[config.mk]
export PLATFORM = sky130hd
export DESIGN_NAME = serial_par_1_8
export DESIGN_NICKNAME = d
export VERILOG_FILES = /design/src/rtl/serial_par_1_8.sv
export SDC_FILE = /design/constraint.sdc
export NUM_CORES = 1
export LEC_CHECK = 0
export ABC_CLOCK_PERIOD_IN_PS = 4400
export BUFFER_PORTS_ARGS = -buffer_cell sky130_fd_sc_hd__buf_2
export CAP_MARGIN = 25
export CELL_PAD_IN_SITES_DETAIL_PLACEMENT = 1
export CELL_PAD_IN_SITES_GLOBAL_PLACEMENT = 1
export CORE_MARGIN = 4
export CORE_UTILIZATION = 25
export DETAILED_ROUTE_END_ITERATION = 7
export PLACE_DENSITY_LB_ADDON = 0.1
export SLEW_MARGIN = 20
export SYNTH_ARGS = -nofsm -noshare
export SYNTH_HDL_FRONTEND = slang
export SYNTH_SLANG_ARGS = --single-unit
[constraint.sdc]
create_clock -name clk_32f -period 4.4 [get_ports clk_32f]
set_input_delay 0.44 -clock clk_32f [delete_from_list [all_inputs] [get_ports clk_32f]]
set_output_delay 0.44 -clock clk_32f [all_outputs]
set_load 0.005 [all_outputs]
[src/rtl/serial_par_1_8.sv]
// serial_par_1_8 -- receive-side serial-to-parallel stage (32f clock domain).
//
// Shifts in one serial bit per clk_32f cycle, hunts bit-by-bit for the COM
// symbol, and locks byte alignment once SYNC_COUNT consecutive aligned COM
// bytes have been seen. While locked, every non-COM byte is presented on
// data_out with valid_out set and held for a full byte period (8 cycles) so a
// 4f-domain consumer can sample it directly. COM bytes seen while locked drop
// valid_out for that byte period and leave data_out unchanged.
//
// Parameters:
//   COM_SYMBOL  alignment / idle symbol (default 8'hBC)
//   SYNC_COUNT  consecutive aligned COM bytes required for lock (1..15)
//
// Ports:
//   clk_32f    in   bit clock, all logic on posedge
//   reset      in   synchronous active-high reset
//   data_in    in   serial bit, one per cycle
//   data_out   out  [7:0] recovered payload byte, held 8 cycles
//   valid_out  out  data_out carries a payload (non-COM) byte
//   active     out  byte alignment locked
//   byte_stb   out  one-cycle pulse on every byte boundary while locked
//
// Build option:
//   LSB_FIRST_EN  when defined the serial order is LSB first; otherwise MSB
//                 first. Timing is identical in both builds.

module serial_par_1_8 #(
  parameter logic [7:0]  COM_SYMBOL = 8'hBC,
  parameter int unsigned SYNC_COUNT = 4
) (
  input  logic       clk_32f,
  input  logic       reset,
  input  logic       data_in,
  output logic [7:0] data_out,
  output logic       valid_out,
  output logic       active,
  output logic       byte_stb
);

  localparam logic [3:0] SyncCnt = 4'(SYNC_COUNT);

  typedef enum logic [1:0] {
    StSearch,
    StCount,
    StLocked
  } state_e;

  state_e     state_q;
  logic [7:0] sr_q;
  logic [7:0] sr_d;
  logic [2:0] bit_cnt_q;
  logic [3:0] com_cnt_q;
  logic [7:0] data_q;
  logic       valid_q;
  logic       active_q;
  logic       stb_q;

  logic       is_com;
  logic       last_bit;

  // Next shift-register value: all comparisons and captured data use this,
  // so a byte is recognised on the same edge that samples its last bit.
  always_comb begin
`ifdef LSB_FIRST_EN
    sr_d = {data_in, sr_q[7:1]};
`else
    sr_d = {sr_q[6:0], data_in};
`endif
  end

  assign is_com   = (sr_d == COM_SYMBOL);
  assign last_bit = (bit_cnt_q == 3'd7);

  always_ff @(posedge clk_32f) begin
    if (reset) begin
      state_q   <= StSearch;
      sr_q      <= 8'h00;
      bit_cnt_q <= 3'd0;
      com_cnt_q <= 4'd0;
      data_q    <= 8'h00;
      valid_q   <= 1'b0;
      active_q  <= 1'b0;
      stb_q     <= 1'b0;
    end else begin
      sr_q      <= sr_d;
      bit_cnt_q <= bit_cnt_q + 3'd1;
      stb_q     <= 1'b0;

      unique case (state_q)
        StSearch: begin
          // Bit-granular hunt: a match fixes byte alignment at this bit.
          if (is_com) begin
            bit_cnt_q <= 3'd0;
            com_cnt_q <= 4'd1;
            if (SyncCnt == 4'd1) begin
              state_q  <= StLocked;
              active_q <= 1'b1;
            end else begin
              state_q <= StCount;
            end
          end
        end

        StCount: begin
          if (last_bit) begin
            if (is_com) begin
              if (com_cnt_q + 4'd1 == SyncCnt) begin
                state_q  <= StLocked;
                active_q <= 1'b1;
              end else begin
                com_cnt_q <= com_cnt_q + 4'd1;
              end
            end else begin
              // Broken run: drop this byte, resume hunting next cycle.
              com_cnt_q <= 4'd0;
              state_q   <= StSearch;
            end
          end
        end

        StLocked: begin
          // Lock is held until reset; there is no loss-of-lock detection.
          if (last_bit) begin
            stb_q <= 1'b1;
            if (is_com) begin
              valid_q <= 1'b0;
            end else begin
              data_q  <= sr_d;
              valid_q <= 1'b1;
            end
          end
        end

        default: begin
          state_q <= StSearch;
        end
      endcase
    end
  end

  assign data_out  = data_q;
  assign valid_out = valid_q;
  assign active    = active_q;
  assign byte_stb  = stb_q;

endmodule
# == Yosys cells after proc, flatten, opt, wreduce, memory -nomap -nowiden ==
# Cells that the tools add are included.
# op_classes
n_addsub,2
n_eq_ne,9
mux,14
n_bitwise,2
reduce_logical,8
# ops
op,count
$mux 4,4
$reduce_and 4->1,3
$eq 8x8->1 const B,1
$mux 2,4
$pmux 4 s2,1
$mux 3,2
$ne 3x3->1 const B,2
$pmux 2 s3,1
$add 4x1->4 const B,1
$eq 4x3->1 const B,1
$ne 2x2->1 const B,2
$add 3x1->3 const B,1
$eq 3x3->1 const B,1
$reduce_and 3->1,1
$eq 2x1->1 const B,1
$eq 2x2->1 const B,1
$logic_not 2->1,1
$mux 1,2
$not 1->1,2
$reduce_and 2->1,1
$reduce_bool 2->1,1
$reduce_or 2->1,1
# word_totals
ff_bits,27
in_bits,3
out_inout_bits,11
word_cells,43

# == Logic depth before layout (Yosys ltp) ==
# Gate-level depths: netlist of run 1.
# logic_depth
depth_word,6
mapped_depth,6
depth_no_buf,6

# == Worst setup path after synthesis of run 1 ==
# OpenSTA, ideal clock, no wires.
# synth_timing
kind,reg-to-reg
start,reg com_cnt_q[0]
end,reg com_cnt_q[0]
setup_time_ps,74
arrival_ps,1530
required_time_ps,4326
setup_slack_ps,2795
path_stages_with_launch,6
path_cell_list,dfxtp_1 > ha_1 > nor3b_1 > or3b_2 > a211o_1 > a31oi_1
# synth_via
elab_chain_cells,5
elab_cells_between_ends,8
classes_between,add/sub (1); eq/ne (2); mux (4); reduce/logical (1)
# synth_lines
element,line,rtl
start: declaration,52,logic [3:0] com_cnt_q;
start signal: assignment,111,com_cnt_q <= com_cnt_q + 4'd1;
$add 4x1->4 *,"107, 111",
$mux 4,107,if (com_cnt_q + 4'd1 == SyncCnt) begin
$mux 4,106,if (is_com) begin
$mux 4,105,if (last_bit) begin
$pmux 4 s2,89,unique case (state_q)
# Mark *: on every way between the ends. The rest lies on a longest branch, timed or not. The select of a mux whose other input is x is not followed.
# A chain may end at the register's enable or synchronous reset.

# == Worst setup path after layout of run 1 ==
# Ends and elaborated chain as after synthesis.

==> results_dict.tcl, run 1 <==
set metrics [dict create \
    comb_power_share 0.026 \
    start_util 0.267 \
    yosysWarnings 0 \
    grt_util_met1 0.145 \
    min_path_type "flop to flop" \
    critPathMaxFanout 6 \
    fin_skew_ns 0.00513 \
    relSlewSlack 0.431 \
    num-fill-cells 499 \
    synth-seq-cells 27 \
    syn-mean-instance-area_sq_um 9.14 \
    die_h_um 74.3 \
    startpoint "com_cnt_q[0]$_SDFFE_PP0P_" \
    die-area_sq_mm 0.00551 \
    grt_pass1_vias 877 \
    ys.flop_type "dfxtp_1" \
    crit_family "simple AND/OR/NAND/NOR gates" \
    rrSetupSlack_ns 2.67 \
    p_seq_frac 0.620 \
    p_sw_frac 0.218 \
    grtUsageMet2 0.150 \
    status "finished clean" \
    synth-edff-count 0 \
    endpoint_kind "flop" \
    core_sq_mm 0.00412 \
    cap_violations 0 \
    num_rows 23 \
    power.leakage_nw 0.496 \
    cts.path.max_buffers 2 \
    cp.depth 5 \
    drv_slew 0 \
    num_io_pins 14 \
    io_buffers 13 \
    final-seq-area_sq_um 541 \
    grt_remaining_overflow 0 \
    crit_chain "ha_1 -> nor3b_1 -> or3b_2 -> a211o_1 -> a31oi_1" \
    clkPwrFrac 0.354 \
    post_cts_buffers 0 \
    drt_wl_total_um 2470 \
    cts_buffers 3 \
    grt_max_degree 27 \
    hpwl_um 1740 \
    nets 138 \
    r2r_end "com_cnt_q[0]$_SDFFE_PP0P_" \
    critical_path_buf_inv_count 0 \
    fp.dieW_um 74.3 \
    wl_per_cell_um 13.6 \
    grt_pass1_wl_um 4280 \
    busiest_layer "met2" \
    antenna_found_initial 0 \
    hold_viol 0 \
    reg2regPathDepth 5 \
    p_per_area_mw_per_mm2 323 \
    synth_cells 120 \
    timing.rr.start "com_cnt_q[0]$_SDFFE_PP0P_" \
    crit_required_ns 4.61 \
    criticalPathCategory "flop to flop" \
    grtUsageTotal 0.101 \
    synth.distinct_cells 30 \
    timing.final.crit_share 0.394 \
    p_sw_w 0.0000881 \
    intPower_w 0.000315 \
    tightest_slew_ns 0.847 \
    postCtsResizedCells 0 \
    worstSetupEndpoint "com_cnt_q[0]$_SDFFE_PP0P_" \
    cts_tree "built" \
    drc 0 \
    netlist_area_sq_mm 0.00110 \
    areaGrowthSynthToFinish_pct 13.7 \
    yosysMostFrequentCell "dfxtp_1" \
    drive_gt1_frac 0.160 \
    cp-start-kind "flop" \
    synthArstFlopShare 0 \
    via_per_inst 4.82 \
    cts_max_level 1 \
    synth_nets 126 \
    peakVddDrop_mv 0.101 \
    timing.fmax_ghz 0.577 \
    clk_latency_ns 0.27 \
    setup_viol 0 \
    synth.area.top_cells "dfxtp_1 49%, a21oi_1 7.3%, nor2b_1 5.7%, o21ai_0 5.0%, nand2_1 4.8%" \
    synth_seq_area_share 0.493 \
    vias 872 \
    synth_top_area_share 0.493 \
    dp_cells 177 \
    place_congestion 0.795 \
    fin_total_pwr_w 0.000403 \
    cts.sinks 27 \
    holdBufCountCts 0 \
    grt_setup_unrepaired "false" \
    firstDrtPassIters 4 \
    yosys-top-cells-count "27 x dfxtp_1, 16 x a21oi_1, 14 x nand2_1, 11 x o21ai_0, 10 x nor2b_1" \
    yosys.area.top_type "dfxtp_1" \
    diodes 0 \
    multiInputGateArea_sq_um 529 \
    stdcell_count 181 \
    cts-root-buf "clkbuf_8" \
    ant_nets 0 \
    period_needed_ns 1.73 \
    slowest_stage "or3b_2" \
    drtIter0Drc 52 \
    grt_use_met3 0.0162 \
    arrival_ns 1.94 \
    finalSetupTns_ns 0 \
    clk_pin_slew_ns 0.10 \
    max_stage_delay_ns 0.45 \
]
[routing by layer]
metal	wire (um)	part of all wire
met1	1300	0.53
met2	1040	0.42
met3	94	0.038
met4	27	0.011
met5	0	0
[through the flow]
step / utilization / area, sq um / hold WS (ns) / setup slack, ns
final: 0.303 / 1250 / 0.429 / 2.67
after global routing: 0.303 / 1250 / 0.467 / 2.53
after CTS: 0.303 / 1250 / 0.433 / 2.66
after detailed placement: 0.292 / 1200 / 0.417 / 2.55
after global placement: 0.292 / 1200 / 0.413 / 2.57
after floorplan: - / 1100 / 0.397 / 2.80
[flip-flops by register name, summed over array words and instances, names as in the netlist]
name       flops
active         1
bit_cnt_q      3
byte_stb       1
com_cnt_q      4
data_out       8
sr_q           7
state_q        2
valid_out      1
[worst register-to-register path, delay by kind of cell (launching register included)]
| family | cells | cell delay, ns |
|---|---|---|
| flops | 1 | 0.36 |
| fa+ha+maj | 1 | 0.24 |
| compound gates | 2 | 0.40 |
| simple gates | 2 | 0.66 |
[final cells by class]
| type | count | share of cell area |
|---|---|---|
| flip-flops and latches | 27 | 0.433 |
| multi-input cells | 86 | 0.424 |
| repair buffers | 13 | 0.0522 |
| well taps | 50 | 0.0502 |
| clock buffers | 3 | 0.0331 |
| clock inverters | 1 | 0.00401 |
| inverters | 1 | 0.00301 |
[cells by family after synthesis]
kind of cell,after synthesis,share of synthesized area
adder cells (fa/ha/maj),3,0.0342
flip-flops,27,0.493
AO/OA/AOI/OAI,34,0.172
AND/OR/NAND/NOR,48,0.267
buffers and inverters,7,0.0251
multiplexers,1,0.00912
[placed cells by master (no fill, tap or decap), types with 2 or more instances in the layout]
| master | n |
|---|---|
| a31oi_1 | 2 |
| clkbuf_8 | 3 |
| nand3_1 | 3 |
| nor2b_1 | 10 |
| nand3b_1 | 2 |
| o21ai_0 | 11 |
| dfxtp_1 | 27 |
| nand2_1 | 14 |
| and2_1 | 2 |
| nor2_1 | 6 |
| a21oi_1 | 16 |
| buf_2 | 13 |
| ha_1 | 3 |
| nor3_1 | 2 |
[power by group through the flow]
stage	Combinational [W]	Sequential, W	Clock, W
after floorplan	0.00000750	0.000255	0
after global placement	0.0000104	0.000256	0
after detailed placement	0.0000110	0.000256	0
after CTS	0.0000110	0.000250	0.000151
after global routing	0.0000125	0.000251	0.000157
final	0.0000105	0.000250	0.000143
[worst min path at each step]
stage | from | endpoint | slack (ns) | cells after the start
floorplan | bit_cnt_q[0]$_SDFF_PP0_ | bit_cnt_q[0]$_SDFF_PP0_ | 0.40 | 1
CTS | bit_cnt_q[0]$_SDFF_PP0_ | bit_cnt_q[0]$_SDFF_PP0_ | 0.43 | 1
global placement | bit_cnt_q[0]$_SDFF_PP0_ | bit_cnt_q[0]$_SDFF_PP0_ | 0.41 | 1
detailed placement | bit_cnt_q[0]$_SDFF_PP0_ | bit_cnt_q[0]$_SDFF_PP0_ | 0.42 | 1
global route | active$_SDFFE_PP0P_ | active$_SDFFE_PP0P_ | 0.47 | 2
finish | bit_cnt_q[0]$_SDFF_PP0_ | bit_cnt_q[0]$_SDFF_PP0_ | 0.43 | 1
No activity file was read; power rests on OpenSTA's default activity.
==> run 2, diff against run 1 <==
Settings changed: ABC_AREA from default to 1, ABC_CLOCK_PERIOD_IN_PS 4400 to 1500.
Clock period 4.4 ns to 1.5 ns, I/O delays scaled along.
==> results_dict.tcl, run 2 <==
set metrics [dict create \
    criticalPathCategory "flop to flop" \
    slowest_stage "dfxtp_2" \
    cts_max_level 1 \
    drive_gt1_frac 0.272 \
    pre_cts_ws_ns 0.00741 \
    drc 0 \
    ys.flop_type "dfxtp_1" \
    cts.sinks 27 \
    endpoint_kind "flop" \
    reg2regPathDepth 8 \
    drt_wl_total_um 2640 \
    synthArstFlopShare 0 \
    critPathMaxFanout 4 \
    grt_setup_unrepaired "false" \
    synth.distinct_cells 24 \
    vias 938 \
    die-area_sq_mm 0.00565 \
    synth.area.top_cells "dfxtp_1 48%, nand2_1 7.3%, nor2_1 7.0%, inv_1 6.3%, a21oi_1 5.3%" \
    timing.fmax_ghz 0.719 \
    grtUsageTotal 0.106 \
    arrival_ns 1.61 \
    grt_pass1_wl_um 4490 \
    yosysWarnings 0 \
    hold_viol 0 \
    cp-start-kind "flop" \
    setup_viol 0 \
    r2r_end "com_cnt_q[3]$_SDFFE_PP0P_" \
    rrSetupSlack_ns 0.11 \
    tightest_slew_ns 0.416 \
    clk_pin_slew_ns 0.10 \
    power.leakage_nw 0.607 \
    layout_common_cells "25 x dfxtp_1, 21 x nand2_1, 20 x nor2_1" \
    cap_violations 0 \
    worstSetupEndpoint "com_cnt_q[3]$_SDFFE_PP0P_" \
    synth_seq_area_share 0.479 \
    cts_buffers 3 \
    diodes 0 \
    final_common_cell "dfxtp_1" \
    synth_cells 144 \
    fin_skew_ns 0.00287 \
    relSlewSlack 0.722 \
    grt_remaining_overflow 0 \
    clk_latency_ns 0.28 \
    cts.path.max_buffers 2 \
    largest_reg_flops 8 \
    firstDrtPassIters 4 \
    startpoint "bit_cnt_q[0]$_SDFF_PP0_" \
    io_buffers 13 \
    fp.dieW_um 75.2 \
    peakVddDrop_mv 0.459 \
    yosys-top-cells-count "27 x dfxtp_1, 22 x nand2_1, 21 x nor2_1, 19 x inv_1, 12 x a21oi_1" \
    max_stage_delay_ns 0.33 \
    yosysMostFrequentCell "dfxtp_1" \
    timing.final.crit_share 0.927 \
    finalSetupTns_ns 0 \
    status "finished clean" \
    drtIter0Drc 49 \
    period_needed_ns 1.39 \
    num_rows 24 \
    crit_chain "ha_2 -> ha_4 -> or2_1 -> nand2_2 -> inv_2 -> nand2_4 -> nand2_1 -> a21oi_2" \
    die_h_um 75.2 \
    min_from "data_in" \
    place_congestion 0.699 \
    core_sq_mm 0.00435 \
    antenna_found_initial 0 \
    crit_required_ns 1.72 \
    synth_nets 150 \
    cts_tree "built" \
    fin_total_pwr_w 0.00131 \
    nets 169 \
    timing.rr.start "bit_cnt_q[0]$_SDFF_PP0_" \
    whs_ns 0.143 \
    via_per_inst 4.38 \
    netlist_area_sq_mm 0.00113 \
    holdBufCountCts 0 \
    synth_top_area_share 0.479 \
    drv_slew 0 \
    num_io_pins 14 \
    start_util 0.259 \
    areaGrowthSynthToFinish_pct 21.5 \
    grt_pass1_vias 949 \
    hpwl_um 2020 \
    p_per_area_mw_per_mm2 953 \
    synth-seq-cells 27 \
    yosys.area.top_type "dfxtp_1" \
    ant_nets 0 \
    grt_max_degree 18 \
    fin_ws_ns 0.110 \
    wl_per_cell_um 12.3 \
    utilization 0.315 \
    synth-edff-count 0 \
    cts-root-buf "clkbuf_8" \
    syn-mean-instance-area_sq_um 7.84 \
    min_path_type "input pin to flop" \
]
[run 2: critical path, delay by kind of cell (launching register included)]
| family | cells | cell delay, ns |
|---|---|---|
| buffers and inverters | 1 | 0.07 |
| AO/OA/AOI/OAI | 1 | 0.11 |
| adder cells (fa/ha/maj) | 2 | 0.36 |
| AND/OR/NAND/NOR | 4 | 0.47 |
| flip-flops | 1 | 0.33 |
[run 2: kinds of logic (layout without fill, tap and decap cells)]
kind of cell    count (synthesis)  after routing  synth area share
buf+inv                        26             44            0.0942
fa+ha+maj                       3              3            0.0333
xor+xnor                        2              2            0.0155
simple gates                   62             62             0.255
flops                          27             27             0.479
compound gates                 24             24             0.123
[run 2: final cells by class]
cell class              count  area [sq um]
fillers                   533          2980
flip-flops and latches     27           543
multi-input cells          91           515
repair buffers             18           115
inverters                  22          82.6
well taps                  52          65.1
clock buffers               3          41.3
clock inverters             1          8.76
[run 2: timing repair]
action | 4_1_cts | 5_1_grt
pin swaps | 1 | 3
gates resized for setup | 1 | 10
setup buffers | 0 | 2
cloned | 0 | 0
endpoints found under the hold margin | 0 | 0
setup endpoints to repair | 5 | 6
[run 2: stage by stage]
step           std cells  area (sq um)
4_1_cts              212          1320
2_1_floorplan        144          1130
5_1_grt              214          1370
3_5_place_dp         208          1270
6_report             214          1370
3_3_place_gp         208          1270
[run 2: how the worst min path moves through the flow]
stage / to / slack, ns / cells after the start
after global routing: data_out[0]$_SDFFE_PP0P_ / 0.17 / 3
after CTS: sr_q[0]$_SDFF_PP0_ / 0.14 / 3
after detailed placement: sr_q[0]$_SDFF_PP0_ / 0.44 / 3
final: sr_q[0]$_SDFF_PP0_ / 0.14 / 3
after global placement: sr_q[0]$_SDFF_PP0_ / 0.42 / 3
after floorplan: sr_q[0]$_SDFF_PP0_ / 0.30 / 2
[run 2: per-layer routing]
metal | up-vias | GRT usage | wire (um)
met2 | 12 | 0.174 | 1250
met1 | 438 | 0.134 | 1280
met5 | - | 0 | 0
met4 | 0 | 0.0233 | 14
li1 | 486 | - | -
met3 | 2 | 0.0360 | 89
[run 2: power by group]
part / internal [W] / total (W) / switching [W]
logic: 0.0000415 / 0.000113 / 0.0000719
registers: 0.000737 / 0.000754 / 0.0000175
clock network: 0.000195 / 0.000439 / 0.000244
==> run 3, diff against run 2 <==
Settings changed: REMOVE_ABC_BUFFERS from default to 1.
==> results_dict.tcl, run 3 (synthesized netlist as in run 2, its figures left out) <==
set metrics [dict create \
    multiInputGateArea_sq_um 512 \
    start_util 0.259 \
    crit_chain "ha_2 -> ha_4 -> nand2_2 -> nor2_4 -> buf_12 -> o21ai_0 -> a21oi_1" \
    largest_reg_flops 8 \
    cts_max_level 1 \
    slowest_stage "dfxtp_1" \
    rrSetupSlack_ns 0.12 \
    clk_latency_ns 0.27 \
    tightest_slew_ns 0.443 \
    worstSetupEndpoint "data_out[2]$_SDFFE_PP0P_" \
    cts.path.max_buffers 2 \
    drv_slew 0 \
    r2r_end "data_out[2]$_SDFFE_PP0P_" \
    dp_cells 208 \
    clk_pin_slew_ns 0.09 \
    hpwl_um 1960 \
    finalSetupTns_ns 0 \
    peakVddDrop_mv 0.345 \
    startpoint "bit_cnt_q[0]$_SDFF_PP0_" \
    die_h_um 75.2 \
    max_stage_delay_ns 0.36 \
    grt_remaining_overflow 0 \
    cts_buffers 3 \
    drt_wl_total_um 2570 \
    reg2regPathDepth 7 \
    criticalPathCategory "flop to flop" \
    p_per_area_mw_per_mm2 930 \
    relSlewSlack 0.704 \
    cp.depth 7 \
    ant_nets 0 \
    cts_tree "built" \
    nets 170 \
    num-fill-cells 550 \
    drive_gt1_frac 0.270 \
    fin_skew_ns 0.00406 \
    timing.fmax_ghz 0.725 \
    crit_family "flip-flops" \
    stdcell_count 215 \
    antenna_found_initial 0 \
    critPathMaxFanout 15 \
    layout_common_cells "25 x dfxtp_1, 21 x nand2_1, 21 x nor2_1" \
    timing.rr.start "bit_cnt_q[0]$_SDFF_PP0_" \
    grt_pass1_vias 1003 \
    timing.final.crit_share 0.920 \
    cap_violations 0 \
    fp.dieW_um 75.2 \
    cp-start-kind "flop" \
    num_rows 24 \
    cts.sinks 27 \
    endpoint_kind "flop" \
    crit_required_ns 1.70 \
    firstDrtPassIters 2 \
    grt_max_degree 16 \
    cts-root-buf "clkbuf_8" \
    wl_per_cell_um 11.9 \
    final_common_cell "dfxtp_1" \
    die-area_sq_mm 0.00565 \
    arrival_ns 1.58 \
    grtUsageTotal 0.105 \
    min_from "data_in" \
    critical_path_buf_inv_count 1 \
    areaGrowthSynthToFinish_pct 21.4 \
    vias 950 \
    num_io_pins 14 \
    place_congestion 0.793 \
    drc 0 \
    core_sq_mm 0.00435 \
    period_needed_ns 1.38 \
    final-seq-area_sq_um 543 \
    status "finished clean" \
    drtIter0Drc 41 \
    hold_viol 0 \
    holdBufCountCts 0 \
    grt_pass1_wl_um 4470 \
    via_per_inst 4.42 \
    min_path_type "input pin to flop" \
    grt_setup_unrepaired "false" \
    diodes 0 \
    io_buffers 13 \
    power.leakage_nw 0.605 \
    setup_viol 0 \
]
run 3: changes by cell type in the layout (fill, tap and decap cells not counted), sizes merged:
cell / delta
clkbuf: +1
buf: +1
inv: -1
run 3: per-layer routing:
metal / part of all wire / track usage
met5: 0 / 0
met2: 0.48 / 0.180
met3: 0.032 / 0.0267
met1: 0.47 / 0.126
met4: 0.015 / 0.0408
run 3: repair_timing:
action,4_1_cts,5_1_grt
endpoints found under the setup margin,0,9
buffers inserted,0,3
endpoints found under the hold margin,0,0
resized for setup,0,10
run 3: worst min path at each step:
stage / cells after the start / slack [ns] / end
2_1_floorplan: 1 / 0.21 / com_cnt_q[3]$_SDFFE_PP0P_
3_3_place_gp: 3 / 0.44 / sr_q[0]$_SDFF_PP0_
3_5_place_dp: 3 / 0.43 / sr_q[0]$_SDFF_PP0_
4_1_cts: 3 / 0.15 / sr_q[0]$_SDFF_PP0_
5_1_grt: 3 / 0.16 / sr_q[0]$_SDFF_PP0_
6_report: 3 / 0.14 / sr_q[0]$_SDFF_PP0_
run 3: worst reg2reg max path, cell delays in order, from the launching register on:
cell and delay, ns:
dfxtp_1 0.36, ha_2 0.19, ha_4 0.15, nand2_2 0.09, nor2_4 0.15, buf_12 0.15
o21ai_0 0.08, a21oi_1 0.15
run 3: report_power, final:
part | internal [W] | switching, W | leakage (nW)
sequential | 0.000737 | 0.0000175 | 0.220
clock | 0.000190 | 0.000213 | 0.0228
combinational | 0.0000453 | 0.0000706 | 0.363
total | 0.000972 | 0.000302 | 0.605
run 3: cell type report:
type | count | area share
inverter | 22 | 0.0603
multi-input combinational | 91 | 0.374
sequential | 27 | 0.396
tap | 52 | 0.0475
timing repair buffer | 19 | 0.0895
clock buffer | 4 | 0.0329
run 3: through the flow:
step           worst slack, ns  cell area [sq um]  power, W  hold WS, ns  utilization
2_1_floorplan            0.151               1100  0.000837        0.212            -
5_1_grt                0.00140               1370   0.00136        0.159        0.315
3_3_place_gp            0.0662               1270  0.000872        0.436        0.292
6_report                 0.121               1370   0.00127        0.145        0.315
4_1_cts                 0.0111               1320   0.00129        0.148        0.302
3_5_place_dp            0.0463               1270  0.000877        0.434        0.292
